### config.mk
export PLATFORM = sky130hd
export DESIGN_NAME = fetch_sequencer_flat
export DESIGN_NICKNAME = d
export VERILOG_FILES = /design/src/rtl/fetch_sequencer_if.sv /design/src/rtl/fetch_sequencer.sv /design/src/flat_wrapper.sv
export SDC_FILE = /design/constraint.sdc
export NUM_CORES = 1
export LEC_CHECK = 0
export CAP_MARGIN = 20
export CORE_ASPECT_RATIO = 1.4
export CORE_MARGIN = 8
export CORE_UTILIZATION = 35
export DETAILED_ROUTE_END_ITERATION = 16
export PLACE_DENSITY = 0.69
export SLEW_MARGIN = 25
export SYNTH_ARGS = -nofsm -noshare
export SYNTH_HDL_FRONTEND = slang
export SYNTH_SLANG_ARGS = --single-unit
### constraint.sdc
create_clock -name clk_i -period 1.88 [get_ports clk_i]
set_input_delay 0.188 -clock clk_i [delete_from_list [all_inputs] [get_ports clk_i]]
set_output_delay 0.188 -clock clk_i [all_outputs]
set_load 0.03 [all_outputs]
### src/rtl/fetch_sequencer_if.sv
// Fetch-side bus of the 16-bit CPU front end: instruction memory port,
// the decode handshake and the execute-stage redirect/halt controls.
interface fetch_sequencer_if;
    logic [15:0] imem_addr;
    logic [15:0] imem_data;
    logic        if_valid;
    logic [15:0] if_instr;
    logic [15:0] if_pc;
    logic        if_ready;
    logic        redirect_valid;
    logic [15:0] redirect_target;
    logic        halt;
    logic [15:0] accept_count;

    modport master (
        output imem_addr, if_valid, if_instr, if_pc, accept_count,
        input  imem_data, if_ready, redirect_valid, redirect_target, halt
    );

    modport slave (
        input  imem_addr, if_valid, if_instr, if_pc, accept_count,
        output imem_data, if_ready, redirect_valid, redirect_target, halt
    );
endinterface

### src/rtl/fetch_sequencer.sv
// Program counter and fetch controller: drives a 1-cycle-latency instruction
// memory and hands PC-tagged words to decode over a valid/ready handshake.
module fetch_sequencer #(
    parameter logic [15:0] RESET_PC = 16'h0000,
    parameter logic [15:0] PC_STEP  = 16'd2
) (
    input  logic            clk_i,
    input  logic            reset_i,
    fetch_sequencer_if.master bus
);

    typedef enum logic {ST_RUN, ST_HALT} state_t;

    state_t      state_q, state_d;
    logic [15:0] fetch_pc_q, fetch_pc_d;
    logic [15:0] inflight_pc_q, inflight_pc_d;
    logic        inflight_valid_q, inflight_valid_d;
    logic [15:0] accept_count_q, accept_count_d;
    logic        stall;
    logic        if_valid;

    // A stalled word is held by re-reading its own address every cycle.
    assign stall         = inflight_valid_q && !bus.if_ready;
    assign if_valid      = inflight_valid_q && (state_q == ST_RUN) &&
                           !bus.redirect_valid && !reset_i;
    assign bus.if_valid  = if_valid;
    assign bus.imem_addr = reset_i ? RESET_PC :
                           (stall ? inflight_pc_q : fetch_pc_q);
    assign bus.if_instr  = bus.imem_data;
    assign bus.if_pc     = inflight_pc_q;
    assign bus.accept_count = accept_count_q;

    always_comb begin
        state_d          = state_q;
        fetch_pc_d       = fetch_pc_q;
        inflight_pc_d    = inflight_pc_q;
        inflight_valid_d = inflight_valid_q;
        accept_count_d   = accept_count_q;

        if (if_valid && bus.if_ready) begin
            accept_count_d = accept_count_q + 16'd1;
        end

        if (bus.redirect_valid) begin
            fetch_pc_d       = bus.redirect_target;
            inflight_valid_d = 1'b0;
            state_d          = ST_RUN;
        end else if (bus.halt) begin
            state_d          = ST_HALT;
            inflight_valid_d = 1'b0;
        end else if (state_q == ST_RUN && !stall) begin
            inflight_pc_d    = fetch_pc_q;
            inflight_valid_d = 1'b1;
            fetch_pc_d       = fetch_pc_q + PC_STEP;
        end
    end

    always_ff @(posedge clk_i) begin
        if (reset_i) begin
            state_q          <= ST_RUN;
            fetch_pc_q       <= RESET_PC;
            inflight_pc_q    <= 16'h0000;
            inflight_valid_q <= 1'b0;
            accept_count_q   <= 16'h0000;
        end else begin
            state_q          <= state_d;
            fetch_pc_q       <= fetch_pc_d;
            inflight_pc_q    <= inflight_pc_d;
            inflight_valid_q <= inflight_valid_d;
            accept_count_q   <= accept_count_d;
        end
    end

endmodule

### src/flat_wrapper.sv
// flat-port wrapper written by rule: the top's interface ports become plain ports
module fetch_sequencer_flat 
#(
    parameter logic [15:0] RESET_PC = 16'h0000,
    parameter logic [15:0] PC_STEP  = 16'd2
)
  (clk_i, reset_i, bus_imem_addr, bus_if_valid, bus_if_instr, bus_if_pc, bus_accept_count, bus_imem_data, bus_if_ready, bus_redirect_valid, bus_redirect_target, bus_halt);
  fetch_sequencer_if bus_i ();
  input  logic clk_i;
  input  logic reset_i;
  output wire logic [$bits(bus_i.imem_addr)-1:0] bus_imem_addr;
  output wire logic [$bits(bus_i.if_valid)-1:0] bus_if_valid;
  output wire logic [$bits(bus_i.if_instr)-1:0] bus_if_instr;
  output wire logic [$bits(bus_i.if_pc)-1:0] bus_if_pc;
  output wire logic [$bits(bus_i.accept_count)-1:0] bus_accept_count;
  input wire logic [$bits(bus_i.imem_data)-1:0] bus_imem_data;
  input wire logic [$bits(bus_i.if_ready)-1:0] bus_if_ready;
  input wire logic [$bits(bus_i.redirect_valid)-1:0] bus_redirect_valid;
  input wire logic [$bits(bus_i.redirect_target)-1:0] bus_redirect_target;
  input wire logic [$bits(bus_i.halt)-1:0] bus_halt;
  assign bus_imem_addr = bus_i.imem_addr;
  assign bus_if_valid = bus_i.if_valid;
  assign bus_if_instr = bus_i.if_instr;
  assign bus_if_pc = bus_i.if_pc;
  assign bus_accept_count = bus_i.accept_count;
  assign bus_i.imem_data = bus_imem_data;
  assign bus_i.if_ready = bus_if_ready;
  assign bus_i.redirect_valid = bus_redirect_valid;
  assign bus_i.redirect_target = bus_redirect_target;
  assign bus_i.halt = bus_halt;
  fetch_sequencer #(.RESET_PC(RESET_PC), .PC_STEP(PC_STEP)) u_core (.clk_i(clk_i), .reset_i(reset_i), .bus(bus_i));
endmodule
==> results.toml <==
[route]
drc = 0
drt_wl_total_um = 7107
vias = 2488
wl_per_cell_um = 14.33
ant_nets = 0
drtPass1Iterations = 4
viasPerCell = 5.016
drt-initial-drc-count = 154

[outcome]
outcome = "complete, no violations"

[die]
design.die.area_um2 = 10470
start_util_pct = 35.74
fp.dieW_um = 88.81
core_area_um2 = 7268
die-height_um = 117.9
row_count = 37
pin_count = 102

[min_path]
hold_path_end = "bus_if_instr[10]"
min_path_type = "in2out"
hold_depth = 0
holdCritStartpoint = "bus_imem_data[10]"

[sta]
finalSetupTns_ps = 0
rsz0062_at_grt = "true"
timing.final.max_slew_violations = 0
worst_pin_slew_ps = 675.2
fin_crit_ps = 1783
final-setup-viol-count = 0
fin_skew_ps = 5.974
fin_crit_sh_pct = 94.84
hold_viol = 0
max_freq_mhz = 560.9
max_slew_margin_pct = 54.99
setup_ws_ps = 97.05

[power]
p_sw_share_pct = 27.35
p_leak_nw = 1.307
p_seq_share_pct = 53.9
ir_worst_vdd_mv = 0.3579
powerDensity_nw_per_um2 = 589.0
internal_power_mw = 1.523
clock_power_share_pct = 28.6
power.switching_mw = 0.5733
combPwrFrac_pct = 17.5

[setup_path]
r2r-end = "u_core.bus.accept_count[13]"
crit_slowest_cell = "or4b_4"
worstSetupStartpointType = "register"
worstPathRequired_ps = 2110
cp.arrival_ps = 2010
cpPeakStageDelay_ps = 570
r2r_start = "u_core.state_q"
critical_path_peak_fanout = 5
path_cells = "or4b_4, inv_8, nand4_4, or4_1, a21oi_1"
startpoint = "u_core.state_q"
crit_family = "simple AND/OR/NAND/NOR gates"
rr_worst_depth = 5
worst_setup_path_end_kind = "register"
r2r_setup_slack_ps = 100
timing.critical_path.buf_inv = 1
criticalPathCategory = "reg2reg"

[synth]
synth-main-ff-cell = "dfxtp_1"
synth-seq-cells = 50
async_flop_share_pct = 0
netlist_top_cells_area = "dfxtp_1 39%, mux2i_1 6.9%, nor2_1 6.4%, nand2_1 6.1%, buf_4 4.9%"
yosysTopAreaCell = "dfxtp_1"
synth_top_area_share_pct = 38.54
netlist_area_um2 = 2597
synth_edf_count = 0
synth_cells = 322
syn_nets = 361
yosysWarnings = 0
ys_types = 38
yosysSeqAreaShare_pct = 38.54
syn_avg_cell_area_um2 = 8.067

[placed_design]
dp_cells = 488
dp_hpwl_um = 5404
gp_congestion = 0.8172
port_buffers = 69
dp_slack_ps = -271.5
place_area_um2 = 3453

[cts]
cts_made_buffers = 5
clock_sinks = 50
clk-insertion-delay-late_ps = 300
cts_buffer_depth = 2
clk_pin_slew_ps = 90
cts_tree = "yes"
htreeDepth = 2
root_buffer = "clkbuf_8"

[global_routing]
antenna_found_initial = 0
grt_pass1_vias = 2506
grt_overflow = 0
grt_use_total_pct = 13.90
grt_pass1_wl_um = 11790
grt_max_degree = 68

[cells_and_area]
fillers = 731
fin_area_um2 = 3558
stdcell_count = 496
fin_nets = 438
final_common_cell = "clkdlybuf4s50_1"
final_cell_mix = "51 x clkdlybuf4s50_1, 49 x buf_4, 44 x nor2_1, 44 x dfxtp_1, 42 x nand2_1"
area_delta_synth_final_pct = 36.99
insertedDiodeCount = 0
layout-drive-gt1-share_pct = 18.80

[job]
max_cap_viol_count = 0
-- power groups by stage --
stage | combinational (mW) | sequential [mW] | clock [mW]
6_report | 0.367 | 1.13 | 0.599
5_1_grt | 0.399 | 1.14 | 0.673
4_1_cts | 0.370 | 1.13 | 0.630
3_5_place_dp | 0.368 | 1.15 | 0
3_3_place_gp | 0.363 | 1.15 | 0
2_1_floorplan | 0.236 | 1.17 | 0
-- cell usage after synthesis (all sizes together) (5+ instances only) --
cell	instances
dfxtp	50
nor2	44
nand2	42
a21oi	22
buf	21
mux2i	18
clkbuf	12
nand4	12
or3	10
nand3	9
a311oi	8
inv	8
o21ai	8
xor2	8
a211oi	7
xnor2	6
o31ai	5
or4	5
-- final cells by class --
cell class              count  area (um2)  area share [%]
repair buffers            103       923.4           25.95
multi-input cells         231        1391           39.10
inverters                   8       37.54           1.055
well taps                  97       121.4           3.411
flip-flops and latches     50        1008           28.34
clock buffers               7       76.32           2.145
-- how the worst max path moves through the flow --
stage | end | slack, ps | cells after the start
5_1_grt | u_core.bus.accept_count[13] | -20 | 5
2_1_floorplan | u_core.bus.accept_count[14] | 6 | 6
4_1_cts | bus_imem_addr[15] | 40 | 6
3_3_place_gp | u_core.bus.accept_count[13] | -250 | 6
3_5_place_dp | u_core.bus.accept_count[13] | -270 | 6
6_report | u_core.bus.accept_count[13] | 100 | 5
-- sequential cells by signal, indices dropped and copies added (netlist names) --
| signal | cells |
|---|---|
| u_core.bus.accept_count | 16 |
| u_core.bus.if_pc | 16 |
| u_core.fetch_pc_q | 16 |
| u_core.inflight_valid_q | 1 |
| u_core.state_q | 1 |
-- metal layers --
layer | vias to the layer above | track usage, % | share of wire (%)
li1 | 1268 | - | -
met1 | 1137 | 15.05 | 41
met2 | 68 | 24.01 | 51
met3 | 15 | 3.284 | 5.1
met4 | 0 | 6.801 | 3.0
met5 | - | 0 | 0
-- metrics by stage --
stage | util [%] | total power, mW | hold slack [ps]
global route | 48.96 | 2.208 | 376.0
CTS | 48.61 | 2.129 | 376.2
detailed placement | 47.51 | 1.522 | 376.2
floorplan | - | 1.411 | 264.8
finish | 48.96 | 2.096 | 376.0
global placement | 47.51 | 1.517 | 376.2
-- kinds of logic (layout without fill, tap and decap cells) --
| logic type | count (synthesis) | in the layout | synth area share, % |
|---|---|---|---|
| AND/OR/NAND/NOR | 143 | 143 | 26.88 |
| XOR/XNOR | 14 | 14 | 4.721 |
| adder cells (fa/ha/maj) | 2 | 2 | 0.9632 |
| AO/OA/AOI/OAI | 53 | 53 | 12.91 |
| buffers and inverters | 41 | 118 | 8.622 |
| multiplexers | 19 | 19 | 7.370 |
| flip-flops | 50 | 50 | 38.54 |
-- repair_timing --
item	4_1_cts	5_1_grt
pin swaps	0	2
setup endpoints to repair	3	13
buffers inserted	0	1
resized for setup	1	6
hold buffers	0	0
Power figures use the tool's default switching activity.
